**src/rtl/alu_core.sv**
```systemverilog
// alu_core: parameterised integer ALU with a combinational result and a
// registered zero/carry/overflow status register.
//
// Build option: define ALU_OVERFLOW_EN to register the signed-overflow flag
// for add/sub. Without it, flag_overflow is tied low. The internal overflow
// term is still computed because slt depends on it.
module alu_core #(
  parameter int unsigned DATA_WIDTH = 32
) (
  input  logic                  clk,
  input  logic                  reset,
  input  logic [11:0]           alu_control,
  input  logic [DATA_WIDTH-1:0] alu_src1,
  input  logic [DATA_WIDTH-1:0] alu_src2,
  output logic [DATA_WIDTH-1:0] alu_result,
  output logic                  flag_zero,
  output logic                  flag_carry,
  output logic                  flag_overflow
);

  localparam int unsigned ShamtW = $clog2(DATA_WIDTH);
  localparam int unsigned HalfW  = DATA_WIDTH / 2;

  // Bit positions within the one-hot control word.
  localparam int unsigned OpAdd  = 11;
  localparam int unsigned OpSub  = 10;
  localparam int unsigned OpSlt  = 9;
  localparam int unsigned OpSltu = 8;
  localparam int unsigned OpAnd  = 7;
  localparam int unsigned OpNor  = 6;
  localparam int unsigned OpOr   = 5;
  localparam int unsigned OpXor  = 4;
  localparam int unsigned OpSll  = 3;
  localparam int unsigned OpSrl  = 2;
  localparam int unsigned OpSra  = 1;
  localparam int unsigned OpLui  = 0;

  logic                  op_add;
  logic                  op_sub;
  logic                  use_sub;
  logic [ShamtW-1:0]     shamt;
  logic [DATA_WIDTH-1:0] adder_b;
  logic [DATA_WIDTH:0]   adder_sum;
  logic [DATA_WIDTH-1:0] adder_res;
  logic                  adder_cout;
  logic                  adder_ovf;
  logic                  slt_bit;
  logic                  sltu_bit;

  logic [DATA_WIDTH-1:0] and_res;
  logic [DATA_WIDTH-1:0] nor_res;
  logic [DATA_WIDTH-1:0] or_res;
  logic [DATA_WIDTH-1:0] xor_res;
  logic [DATA_WIDTH-1:0] sll_res;
  logic [DATA_WIDTH-1:0] srl_res;
  logic [DATA_WIDTH-1:0] sra_res;
  logic [DATA_WIDTH-1:0] lui_res;
  logic [DATA_WIDTH-1:0] slt_res;
  logic [DATA_WIDTH-1:0] sltu_res;

  logic                  flag_zero_d;
  logic                  flag_zero_q;
  logic                  flag_carry_d;
  logic                  flag_carry_q;

  // Only the low shift-amount bits of src1 matter for shifts.
  logic                  unused_src1_hi;

  assign op_add  = alu_control[OpAdd];
  assign op_sub  = alu_control[OpSub];
  // Subtract and both compares share the adder in a + ~b + 1 mode.
  assign use_sub = alu_control[OpSub] | alu_control[OpSlt] | alu_control[OpSltu];
  assign shamt   = alu_src1[ShamtW-1:0];
  assign unused_src1_hi = ^alu_src1[DATA_WIDTH-1:ShamtW];

  // Shared W+1-bit adder; the extra bit is the carry-out.
  always_comb begin
    adder_b    = use_sub ? ~alu_src2 : alu_src2;
    adder_sum  = {1'b0, alu_src1} + {1'b0, adder_b} + {{DATA_WIDTH{1'b0}}, use_sub};
    adder_res  = adder_sum[DATA_WIDTH-1:0];
    adder_cout = adder_sum[DATA_WIDTH];
    // Overflow when both adder inputs agree in sign and the sum does not.
    adder_ovf  = (alu_src1[DATA_WIDTH-1] == adder_b[DATA_WIDTH-1]) &&
                 (adder_res[DATA_WIDTH-1] != alu_src1[DATA_WIDTH-1]);
    slt_bit    = adder_res[DATA_WIDTH-1] ^ adder_ovf;
    // No carry out of a + ~b + 1 means a borrow, i.e. a < b unsigned.
    sltu_bit   = ~adder_cout;
  end

  // Per-operation results for the logic, shift, compare and lui paths.
  always_comb begin
    and_res  = alu_src1 & alu_src2;
    nor_res  = ~(alu_src1 | alu_src2);
    or_res   = alu_src1 | alu_src2;
    xor_res  = alu_src1 ^ alu_src2;
    sll_res  = alu_src2 << shamt;
    srl_res  = alu_src2 >> shamt;
    sra_res  = $unsigned($signed(alu_src2) >>> shamt);
    lui_res  = {alu_src2[HalfW-1:0], {HalfW{1'b0}}};
    slt_res  = {{(DATA_WIDTH-1){1'b0}}, slt_bit};
    sltu_res = {{(DATA_WIDTH-1){1'b0}}, sltu_bit};
  end

  // AND-OR result mux: no bit set gives 0, several bits OR their results.
  always_comb begin
    alu_result = ({DATA_WIDTH{alu_control[OpAdd]}}  & adder_res)
               | ({DATA_WIDTH{alu_control[OpSub]}}  & adder_res)
               | ({DATA_WIDTH{alu_control[OpSlt]}}  & slt_res)
               | ({DATA_WIDTH{alu_control[OpSltu]}} & sltu_res)
               | ({DATA_WIDTH{alu_control[OpAnd]}}  & and_res)
               | ({DATA_WIDTH{alu_control[OpNor]}}  & nor_res)
               | ({DATA_WIDTH{alu_control[OpOr]}}   & or_res)
               | ({DATA_WIDTH{alu_control[OpXor]}}  & xor_res)
               | ({DATA_WIDTH{alu_control[OpSll]}}  & sll_res)
               | ({DATA_WIDTH{alu_control[OpSrl]}}  & srl_res)
               | ({DATA_WIDTH{alu_control[OpSra]}}  & sra_res)
               | ({DATA_WIDTH{alu_control[OpLui]}}  & lui_res);
  end

  // Next-state for zero and carry flags; add takes priority over sub.
  always_comb begin
    flag_zero_d  = (alu_result == '0);
    flag_carry_d = 1'b0;
    if (op_add) begin
      flag_carry_d = adder_cout;
    end else if (op_sub) begin
      flag_carry_d = ~adder_cout;
    end
  end

  // Status register with synchronous active-high clear.
  always_ff @(posedge clk) begin
    if (reset) begin
      flag_zero_q  <= 1'b0;
      flag_carry_q <= 1'b0;
    end else begin
      flag_zero_q  <= flag_zero_d;
      flag_carry_q <= flag_carry_d;
    end
  end

  assign flag_zero  = flag_zero_q;
  assign flag_carry = flag_carry_q;

`ifdef ALU_OVERFLOW_EN
  logic flag_overflow_d;
  logic flag_overflow_q;

  // Overflow is only meaningful for add and sub; other operations clear it.
  always_comb begin
    flag_overflow_d = (op_add | op_sub) & adder_ovf;
  end

  // Overflow flag register, cleared with the other flags.
  always_ff @(posedge clk) begin
    if (reset) begin
      flag_overflow_q <= 1'b0;
    end else begin
      flag_overflow_q <= flag_overflow_d;
    end
  end

  assign flag_overflow = flag_overflow_q;
`else
  assign flag_overflow = 1'b0;
`endif

endmodule

```
**config.mk**
```make
export PLATFORM = sky130hd
export DESIGN_NAME = alu_core
export DESIGN_NICKNAME = d
export VERILOG_FILES = /design/src/rtl/alu_core.sv
export SDC_FILE = /design/constraint.sdc
export NUM_CORES = 1
export LEC_CHECK = 0
export CAP_MARGIN = 5
export CORE_UTILIZATION = 30
export DETAILED_ROUTE_END_ITERATION = 8
export SLEW_MARGIN = 20
export SYNTH_ARGS = -nofsm -noshare
export SYNTH_HDL_FRONTEND = slang
export SYNTH_SLANG_ARGS = --single-unit
```
**constraint.sdc**
```tcl
create_clock -name clk -period 6.55 [get_ports clk]
set_input_delay 1.31 -clock clk [delete_from_list [all_inputs] [get_ports clk]]
set_output_delay 1.31 -clock clk [all_outputs]
set_load 0.01 [all_outputs]
```
; After elaboration in Yosys (flattened, before gate mapping)
; Index checks and enable logic that the tools add are counted.
; W data, S select, Z words.
[op_classes]
add_sub_neg = 2
mul = 0
div = 0
magnitude_cmp = 0
n_eq_ne = 2
shift = 3
mux = 3
bitwise_logic = 32
n_reduce_logical = 2
[ops]
columns = operator, count
row1 = $or A32 B32 Y32, 12
row2 = $and A32 B32 Y32, 11
row3 = $and A32 B1 Y32, 2
row4 = $not A32 Y32, 2
row5 = $add A32 B32 Y33, 1
row6 = $add A33 B1 Y33, 1
row7 = $logic_not A32 Y1, 1
row8 = $mux W32, 1
row9 = $shl A32 B5 Y32, 1
row10 = $shr A32 B5 Y32, 1
row11 = $sshr A32 B5 Y32, 1
row12 = $xor A32 B32 Y32, 1
row13 = $mux W1, 2
row14 = $or A1 B1 Y1, 2
row15 = $eq A1 B1 Y1, 1
row16 = $logic_and A1 B1 Y1, 1
row17 = $ne A1 B1 Y1, 1
row18 = $not A1 Y1, 1
row19 = $xor A1 B1 Y1, 1
[totals]
reg_bits = 2
latchBits = 0
ram_bits = 0
romBits = 0
input_bits = 78
output_inout_bits = 35
wordCells = 46
mem_count = 0

; Logic depth before layout (Yosys ltp)
; Gate-level depths: netlist of run 1.
[depth]
word_depth = 20
mapped_depth = 16
ltp_nobuf = 14

; Least setup slack after synthesis of run 1
; Ideal clock, no wire load.
[synth_timing]
path_kind = input to output
startpoint = input port alu_control[9]
endpoint = output port alu_result[31]
t_arrival_ns = 4.595
required_ns = 5.240
slack_ns = 0.645
stages = 12
path_buffers = 2
cell_sequence = nor3_1 -> clkbuf_1 -> xnor2_1 -> ha_1 -> nand2_1 -> o31a_1 -> or4_1 -> buf_6 -> a2111oi_4 -> o31ai_1 -> mux2i_1 -> a2111o_1
[synth_via]
elab_chain_len = 17
word_cells_on_any_way = 19
classes_between = add/sub: 2 / mux: 1 / bitwise: 16
[synth_lines]
columns = element, line
row1 = "start, declared", 12  ; input logic [11:0] alu_control,
row2 = $or A1 B1 Y1 (2 in a row), 72  ; assign use_sub = alu_control[OpSub] | alu_control[OpSlt] | alu_control[OpSltu];
row3 = $mux W32, 78  ; adder_b = use_sub ? ~alu_src2 : alu_src2;
row4 = $add A32 B32 Y33, 79  ; adder_sum = {1'b0, alu_src1} + {1'b0, adder_b} + {{DATA_WIDTH{1'b0}}, use_sub};
row5 = $add A33 B1 Y33, 79
row6 = "$and A32 B32 Y32, on equally long branches", "106, 107"
row7 = $or A32 B32 Y32, 107  ; | ({DATA_WIDTH{alu_control[OpSub]}} & adder_res)
row8 = $or A32 B32 Y32 (*), 108  ; | ({DATA_WIDTH{alu_control[OpSlt]}} & slt_res)
row9 = $or A32 B32 Y32 (*), 109  ; | ({DATA_WIDTH{alu_control[OpSltu]}} & sltu_res)
row10 = $or A32 B32 Y32 (*), 110  ; | ({DATA_WIDTH{alu_control[OpAnd]}} & and_res)
row11 = $or A32 B32 Y32 (*), 111  ; | ({DATA_WIDTH{alu_control[OpNor]}} & nor_res)
row12 = $or A32 B32 Y32 (*), 112  ; | ({DATA_WIDTH{alu_control[OpOr]}} & or_res)
row13 = $or A32 B32 Y32 (*), 113  ; | ({DATA_WIDTH{alu_control[OpXor]}} & xor_res)
row14 = $or A32 B32 Y32 (*), 114  ; | ({DATA_WIDTH{alu_control[OpSll]}} & sll_res)
row15 = $or A32 B32 Y32 (*), 115  ; | ({DATA_WIDTH{alu_control[OpSrl]}} & srl_res)
row16 = $or A32 B32 Y32 (*), 116  ; | ({DATA_WIDTH{alu_control[OpSra]}} & sra_res)
row17 = $or A32 B32 Y32 (*), 117  ; | ({DATA_WIDTH{alu_control[OpLui]}} & lui_res);
row18 = "end, declared", 15  ; output logic [DATA_WIDTH-1:0] alu_result,
; Mark *: on every way between the ends. The rest lies on a longest branch, timed or not.

; Worst setup path after layout of run 1
[layout_timing]
startpoint = input port alu_control[9]
endpoint = output port alu_result[23]
; The elaborated chain is that of the path after synthesis.

==> flow_metrics.env, run 1 <==
export IMPL_worst_setup_path_end_kind="output port"
export IMPL_antennaDiodeCount=0
export IMPL_start_kind="input port"
export IMPL_clock_sinks=2
export IMPL_cp_max_fo=18
export IMPL_clock_root_buffer="clkbuf_16"
export IMPL_num_nets_final=1580
export IMPL_whs_endpoint="flag_carry"
export IMPL_p_clk_share_pct=7.0
export IMPL_finish_utilization_pct=40.8
export IMPL_clock_path_buffers=2
export IMPL_worst_pin_slew_ns=0.890
export IMPL_min_path_cells=4
export IMPL_synth_common_cells="ha_1 (103), nand2_1 (103), nor2_1 (85)"
export IMPL_area_growth_syn_to_layout_pct=34.0
export IMPL_ant_nets=0
export IMPL_synth_edf_count=0
export IMPL_vias_per_cell=6.27
export IMPL_yosys_area_top_type="ha_1"
export IMPL_arrival_ns=5.13
export IMPL_wire_per_inst_um=29.7
export IMPL_ys_seq_area_share_pct=0.458
export IMPL_cts_htree_levels=1
export IMPL_vdd_drop_max_v=0.0000723
export IMPL_ys_seq_elements=2
export IMPL_die_height_um=173
export IMPL_hp_start="alu_control[10]"
export IMPL_drt_first_pass_iters=6
export IMPL_ys_flop_type="dfxtp_1"
export IMPL_hold_viol_final=0
export IMPL_fmax_mhz=155
export IMPL_cts_hold_buf=0
export IMPL_hold_class="input port to flop"
export IMPL_top_layer="met4"
export IMPL_avgSynthCellArea_um2=7.39
export IMPL_core_area_um2=28700
export IMPL_row_count=62
export IMPL_cts_made_buffers=3
export IMPL_pin_count=113
export IMPL_met1_length_um=21800
export IMPL_status="completed"
export IMPL_worstPathRequired_ns=5.24
export IMPL_relSlewSlack_pct=40.5
export IMPL_path_class="input port to output port"
export IMPL_drv_slew=0
export IMPL_io_buffers=111
export IMPL_path_clk_slew_ns=0.03
export IMPL_drv_cap=0
export IMPL_route_met2_wl_um=23300
export IMPL_ys_async_sr_fraction_pct=0
export IMPL_grt_usage_pct=34.6
export IMPL_yosys_warnings=0
export IMPL_synth_area_leaders="ha_1 (15%), mux4_2 (11%), mux2i_1 (8.7%)"
export IMPL_synth_fp_nets=1364
export IMPL_power_internal_mw=0.611
export IMPL_syn_cell_area_um2=8730
export IMPL_tns_ns=0
export IMPL_seqPwrFrac_pct=1.0
export IMPL_grt_pass1_vias=10945
export IMPL_rsz0062_at_grt="true"
export IMPL_fillerInstances=2994
export IMPL_switching_share_pct=54.2
export IMPL_die_w_um=173
export IMPL_start_util_pct=30.4
export IMPL_vias=11164
export IMPL_syn_inst=1182
export IMPL_powerDensity_nw_per_um2=114
export IMPL_p_switching_mw=0.724
export IMPL_drive_gt1_share_pct=24.3
export IMPL_yosysTopAreaCellShare_pct=14.8
export IMPL_power_leakage_nw=4.96
export IMPL_p_comb_share_pct=92.0
export IMPL_drtIter0Drc=1393
export IMPL_antenna_found_initial=1
export IMPL_synth_cell_types=82
export IMPL_gp_congestion=1.08
export IMPL_fin_crit_sh_pct=98.3
export IMPL_cts_tree="done"
export IMPL_hpwl_um=42300
export IMPL_grt_max_degree=91
export IMPL_setup_viol_count_final=0
export IMPL_grt_pass1_wl_um=76300
export IMPL_wirelength_um=52900
export IMPL_drc=0
export IMPL_die_area_um2=29800
export IMPL_period_needed_ns=6.44
export IMPL_dr_wl_met3_um=4570
export IMPL_overflow=0
==> layout make-up <==
cell class / instances / area (um^2) / area share (%)
Tap cell: 384 / 480 / 4.11
Clock buffer: 3 / 75.1 / 0.642
Sequential cell: 2 / 40.0 / 0.342
Multi-Input combinational cell: 983 / 8030 / 68.7
Inverter: 80 / 300 / 2.57
Timing Repair Buffer: 328 / 2770 / 23.7
==> power groups by stage <==
| stage | logic [mW] | clock network [mW] | registers, mW |
|---|---|---|---|
| final | 1.23 | 0.0939 | 0.0130 |
| after global routing | 1.29 | 0.0957 | 0.0131 |
| after CTS | 1.19 | 0.0940 | 0.0130 |
| after detailed placement | 1.18 | 0 | 0.0131 |
| after global placement | 1.18 | 0 | 0.0131 |
| after floorplan | 0.613 | 0 | 0.0134 |
==> worst max path at each step <==
stage | start | to | slack [ns] | cells past startpoint
after floorplan | alu_control[9] | alu_result[31] | 0.65 | 12
after global placement | alu_control[10] | alu_result[30] | -0.42 | 16
after detailed placement | alu_control[10] | alu_result[30] | -0.54 | 16
after CTS | alu_control[9] | alu_result[29] | 0.003 | 17
after global routing | alu_control[9] | alu_result[30] | -0.08 | 16
final | alu_control[9] | alu_result[23] | 0.11 | 17
==> per-stage QoR <==
| stage | hold WS, ns | power (mW) | instances | instance area (um^2) | worst slack [ns] |
|---|---|---|---|---|---|
| 5_1_grt | 1.88 | 1.40 | 1780 | 11700 | -0.0790 |
| 3_5_place_dp | 2.04 | 1.19 | 1772 | 11500 | -0.543 |
| 4_1_cts | 1.82 | 1.30 | 1779 | 11600 | 0.00266 |
| 2_1_floorplan | 1.38 | 0.627 | 1182 | 8730 | 0.645 |
| 6_report | 1.84 | 1.33 | 1780 | 11700 | 0.110 |
| 3_3_place_gp | 2.04 | 1.19 | 1772 | 11500 | -0.424 |
==> flip-flops by register name, summed over array words and instances, names as in the netlist <==
signal	cells
flag_carry	1
flag_zero	1
==> worst max-delay path, stage by stage <==
cell and delay, ns:
clkdlybuf4s50_1 0.47, nor3_2 0.15, buf_6 0.17, buf_4 0.12
buf_6 0.23, xnor2_1 0.15, ha_1 0.32, buf_4 0.18
buf_4 0.14, a21oi_1 0.16, o21a_1 0.17, nor3_1 0.10
a211oi_1 0.22, o221ai_1 0.15, nor2_1 0.29, o311ai_2 0.23
clkdlybuf4s50_1 0.53
==> kinds of logic after synthesis <==
group                    share of synthesized area (%)
multiplexers                                      25.1
flip-flops                                       0.458
AND/OR/NAND/NOR                                   19.1
other                                           0.0429
buffers and inverters                             8.95
adder cells (fa/ha/maj)                           15.0
XOR/XNOR                                          4.61
AO/OA/AOI/OAI                                     26.8
==> cell usage in the layout (no fill, tap or decap), types with 12 or more instances in the layout <==
cell type | synthesis | routed
clkdlybuf4s50_1 | 0 | 99
nand4_1 | 20 | 20
nor2_1 | 85 | 84
mux2i_1 | 76 | 76
mux4_2 | 41 | 41
xnor2_1 | 40 | 39
a31oi_1 | 17 | 16
ha_1 | 103 | 103
buf_4 | 3 | 214
a222oi_1 | 15 | 15
nand2_1 | 103 | 103
inv_1 | 78 | 78
o211ai_1 | 16 | 16
o22ai_1 | 12 | 12
nor3_1 | 21 | 18
a221oi_1 | 18 | 18
nand3_1 | 42 | 42
nor2b_1 | 13 | 13
a211oi_1 | 22 | 21
o21ai_0 | 56 | 50
mux2_2 | 37 | 37
a21oi_1 | 58 | 57
==> layer usage <==
metal	vias to the layer above	GRT usage, %
met3	134	4.75
li1	4913	-
met2	684	54.6
met1	5433	45.7
met5	-	0
met4	0	17.9
==> repair_timing <==
item,in CTS,in global routing
setup endpoints to repair,13,14
gates cloned,0,0
pin swaps,4,4
gates resized for setup,16,19
setup buffers,4,1
Note: power is estimated with default switching activity, not from simulation.
==> run 2, diff against run 1 <==
--- a/config.mk
+++ b/config.mk
@@ -5,9 +5,10 @@
 export SDC_FILE = /design/constraint.sdc
 export NUM_CORES = 1
 export LEC_CHECK = 0
-export CAP_MARGIN = 5
+export CAP_MARGIN = 20
 export CORE_UTILIZATION = 30
 export DETAILED_ROUTE_END_ITERATION = 8
+export PLACE_DENSITY = 0.61
 export SLEW_MARGIN = 20
 export SYNTH_ARGS = -nofsm -noshare
 export SYNTH_HDL_FRONTEND = slang
==> flow_metrics.env, run 2 (synthesis gave the netlist of run 1 again) <==
export IMPL_power_internal_mw=0.579
export IMPL_grt_pass1_wl_um=73000
export IMPL_start_kind="input port"
export IMPL_drt_first_pass_iters=9
export IMPL_period_needed_ns=6.48
export IMPL_seqPwrFrac_pct=1.0
export IMPL_fillerInstances=3013
export IMPL_vias=11003
export IMPL_power_mw=1.28
export IMPL_fin_ws_ns=0.0716
export IMPL_power_leakage_nw=4.75
export IMPL_layout_common_cells="buf_4 (167), nand2_1 (103), ha_1 (103)"
export IMPL_grt_max_degree=91
export IMPL_clock_sinks=2
export IMPL_grt_usage_pct=32.8
export IMPL_num_nets_final=1535
export IMPL_drv_cap=0
export IMPL_hp_start="alu_control[8]"
export IMPL_worstPathRequired_ns=5.24
export IMPL_switching_share_pct=54.6
export IMPL_worst_pin_slew_ns=0.992
export IMPL_row_count=62
export IMPL_dp_slack_ns=-0.202
export IMPL_cts_htree_levels=1
export IMPL_antenna_found_initial=2
export IMPL_p_switching_mw=0.696
export IMPL_p_comb_share_pct=91.7
export IMPL_status="completed"
export IMPL_max_stage_delay_ns=0.48
export IMPL_cp_max_fo=7
export IMPL_grt_pass1_vias=10769
export IMPL_io_buffers=111
export IMPL_path_clk_slew_ns=0.03
export IMPL_cp_slowest_cell="or4_1"
export IMPL_critPathLaunch="alu_control[9]"
export IMPL_start_util_pct=30.4
export IMPL_cts_tree="done"
export IMPL_drv_slew=0
export IMPL_die_w_um=173
export IMPL_worst_setup_path_end_kind="output port"
export IMPL_powerDensity_nw_per_um2=113
export IMPL_vias_per_cell=6.33
export IMPL_area_growth_syn_to_layout_pct=29.8
export IMPL_overflow=0
export IMPL_cts_hold_buf=0
export IMPL_core_area_um2=28700
export IMPL_cts_made_buffers=3
export IMPL_drtIter0Drc=1373
export IMPL_arrival_ns=5.17
export IMPL_mostFrequentLayoutCell="buf_4"
export IMPL_path_class="input port to output port"
export IMPL_hold_viol_final=0
export IMPL_clock_root_buffer="clkbuf_16"
export IMPL_hpwl_um=40100
export IMPL_drc=0
export IMPL_gp_congestion=1.10
export IMPL_vdd_drop_max_v=0.0000683
export IMPL_ant_nets=0
export IMPL_finish_utilization_pct=39.5
export IMPL_critPathMostFrequentCell="buf_4"
export IMPL_wirelength_um=50200
export IMPL_die_area_um2=29800
export IMPL_crit_path_cell_trace="clkdlybuf4s50_1, nor3_2, buf_6, buf_4, xnor2_1, buf_4, ha_1, nand2_1, o31a_1, or4_1, buf_4, a2111oi_4, o31ai_2, mux2i_1, a2111o_1, dlygate4sd2_1"
export IMPL_rsz0062_at_grt="true"
export IMPL_p_clk_share_pct=7.3
export IMPL_fmax_mhz=154
export IMPL_hold_class="input port to flop"
export IMPL_die_height_um=173
export IMPL_holdWs_ns=1.68
export IMPL_pin_count=113
export IMPL_clock_path_buffers=2
export IMPL_crit_end="alu_result[31]"
export IMPL_placedCellCount=1730
export IMPL_relSlewSlack_pct=33.0
export IMPL_setup_viol_count_final=0
export IMPL_wire_per_inst_um=28.9
export IMPL_stdcell_count=1737
export IMPL_drive_gt1_share_pct=21.4
export IMPL_fin_crit_sh_pct=98.9
[run 2: layer usage]
metal  track usage, %  routed length (um)  up-vias
met1             43.8               20600     5300
met5                0                   0        -
li1                 -                   -     4822
met3             5.01                4800      170
met2             49.5               21200      711
met4             20.2                3600        0
[run 2: area by class of cell]
cell class / instances / area, um^2 / share of cell area [%]
Inverter: 80 / 300 / 2.65
Antenna cell: 2 / 5.00 / 0.0442
Tap cell: 384 / 480 / 4.24
Timing Repair Buffer: 283 / 2460 / 21.7
Multi-Input combinational cell: 983 / 7970 / 70.4
Sequential cell: 2 / 40.0 / 0.353
Clock buffer: 3 / 75.1 / 0.662
[run 2: power by group through the flow]
stage	Combinational [mW]	Clock (mW)	Sequential, mW
finish	1.17	0.0933	0.0130
global route	1.23	0.0953	0.0131
CTS	1.13	0.0949	0.0130
detailed placement	1.12	0	0.0131
global placement	1.12	0	0.0131
floorplan	0.613	0	0.0134
[run 2: worst min path at each step]
stage | endpoint | slack (ns) | cells after the start
CTS | flag_carry | 1.84 | 2
detailed placement | flag_zero | 2.04 | 1
finish | flag_zero | 1.68 | 4
global placement | flag_zero | 2.04 | 1
global route | flag_zero | 1.72 | 4
floorplan | flag_carry | 1.38 | 1
[run 2: per-stage QoR]
stage               setup TNS [ns]  instance area, um^2
finish                           0                11300
global route               -0.0954                11300
CTS                              0                11300
detailed placement          -0.796                11200
global placement            -0.188                11200
floorplan                        0                 8730
[run 2: critical path: cells and delay by family]
kind            cells  cell delay (ns)
buf+inv             6             1.38
compound gates      4             1.25
simple gates        3             0.75
fa+ha+maj           1             0.26
mux                 1             0.13
xor+xnor            1             0.07
[run 2: timing repair]
item | CTS | global route
resized for setup | 11 | 17
buffers inserted | 0 | 2
setup endpoints to repair | 11 | 15
pin swaps | 3 | 4
==> run 3, diff against run 2 <==
--- a/config.mk
+++ b/config.mk
@@ -6,6 +6,7 @@
 export NUM_CORES = 1
 export LEC_CHECK = 0
 export CAP_MARGIN = 20
+export CORE_MARGIN = 1.5
 export CORE_UTILIZATION = 30
 export DETAILED_ROUTE_END_ITERATION = 8
 export PLACE_DENSITY = 0.61
==> flow_metrics.env, run 3 (synthesis gave the netlist of run 1 again) <==
export IMPL_wirelength_um=51100
export IMPL_drt_first_pass_iters=8
export IMPL_num_nets_final=1576
export IMPL_vias=11114
export IMPL_arrival_ns=5.17
export IMPL_drc=0
export IMPL_fillerInstances=3002
export IMPL_fin_ws_ns=0.0744
export IMPL_dp_slack_ns=-0.555
export IMPL_timing_critical_path_max_delay_family="buffers and inverters"
export IMPL_vdd_drop_max_v=0.0000504
export IMPL_start_kind="input port"
export IMPL_pin_count=113
export IMPL_layout_common_cells="buf_4 (208), nand2_1 (103), ha_1 (102)"
export IMPL_gp_congestion=1.04
export IMPL_stdcell_count=1776
export IMPL_ant_nets=0
export IMPL_path_buf_inv=7
export IMPL_placedCellCount=1767
export IMPL_status="completed"
export IMPL_clock_root_buffer="clkbuf_16"
export IMPL_row_count=62
export IMPL_cts_tree="done"
export IMPL_mostFrequentLayoutCell="buf_4"
export IMPL_worst_pin_slew_ns=0.841
export IMPL_powerDensity_nw_per_um2=112
export IMPL_period_needed_ns=6.48
export IMPL_worstPathRequired_ns=5.24
export IMPL_cp_slowest_cell="clkdlybuf4s50_1"
export IMPL_grt_usage_pct=32.7
export IMPL_relSlewSlack_pct=43.7
export IMPL_fin_crit_sh_pct=98.9
export IMPL_holdWs_ns=1.66
export IMPL_power_leakage_nw=4.95
export IMPL_drv_cap=0
export IMPL_place_area_um2=11400
export IMPL_die_area_um2=30100
export IMPL_setup_viol_count_final=0
export IMPL_hold_class="input port to flop"
export IMPL_fmax_mhz=154
export IMPL_cts_made_buffers=3
export IMPL_max_stage_delay_ns=0.52
export IMPL_clock_path_buffers=2
export IMPL_hpwl_um=41200
export IMPL_cts_htree_levels=1
export IMPL_grt_pass1_vias=10544
export IMPL_critPathMostFrequentCell="buf_4"
export IMPL_path_clk_slew_ns=0.03
export IMPL_crit_path_cell_trace="clkdlybuf4s50_1, nor3_2, buf_6, buf_4, buf_8, xnor2_1, ha_2, a21oi_2, nor3_1, nor3_1, o21ai_0, a211oi_1, buf_4, o311ai_0, buf_4, clkdlybuf4s50_1"
export IMPL_vias_per_cell=6.26
export IMPL_cts_hold_buf=0
export IMPL_overflow=0
export IMPL_cp_max_fo=17
export IMPL_worst_setup_path_end_kind="output port"
export IMPL_grt_pass1_wl_um=73100
export IMPL_design_area_um2=11700
export IMPL_area_growth_syn_to_layout_pct=33.7
export IMPL_clock_sinks=2
export IMPL_die_height_um=174
export IMPL_drtIter0Drc=1489
export IMPL_antenna_found_initial=2
export IMPL_tns_ns=0
export IMPL_wire_per_inst_um=28.8
export IMPL_die_w_um=174
export IMPL_path_class="input port to output port"
export IMPL_hold_viol_final=0
export IMPL_grt_max_degree=91
export IMPL_drive_gt1_share_pct=24.1
export IMPL_core_area_um2=28700
export IMPL_drv_slew=0
export IMPL_antennaDiodeCount=0
export IMPL_start_util_pct=30.4
export IMPL_io_buffers=111
-- run 3: cell types whose count changed in the layout (fill, tap and decap cells not counted), sizes merged --
cell / delta
buf: +41
diode: -2
clkdlybuf4s15: +1
dlygate4sd2: -1
-- run 3: path summary, 6_finish.rpt --
check / start / endpoint / slack, ns / cells after the start
setup / recovery: alu_control[10] / alu_result[20] / 0.07 / 16
hold / removal: alu_control[8] / flag_zero / 1.66 / 4
-- run 3: metal layers --
| layer | global-route usage, % | vias up | part of all wire [%] |
|---|---|---|---|
| li1 | - | 4896 | - |
| met1 | 43.0 | 5449 | 42 |
| met2 | 53.0 | 626 | 45 |
| met3 | 5.33 | 141 | 8.0 |
| met4 | 13.5 | 2 | 5.1 |
| met5 | 0 | - | 0.025 |
-- run 3: final cells by class --
class	count	area [um^2]	area share, %
Multi-Input combinational cell	983	8020	68.7
Timing Repair Buffer	324	2760	23.7
Tap cell	384	480	4.12
Inverter	80	300	2.57
Clock buffer	3	75.1	0.643
Sequential cell	2	40.0	0.343
-- run 3: stage by stage --
step | util (%) | total power [mW]
after floorplan | - | 0.627
after global placement | 39.9 | 1.18
after detailed placement | 39.9 | 1.17
after CTS | 40.3 | 1.28
after global routing | 40.7 | 1.38
final | 40.7 | 1.31
-- run 3: what timing repair did --
action,CTS,global route
pin swaps,4,6
setup endpoints to repair,11,13
gates resized for setup,14,20
setup buffers,0,6
-- run 3: where the power goes --
part	total (mW)	internal (mW)	leakage [nW]	switching, mW
logic	1.21	0.516	4.90	0.692
registers	0.0130	0.0129	0.0163	0.000117
clock network	0.0923	0.0777	0.0370	0.0146
total	1.31	0.606	4.95	0.707
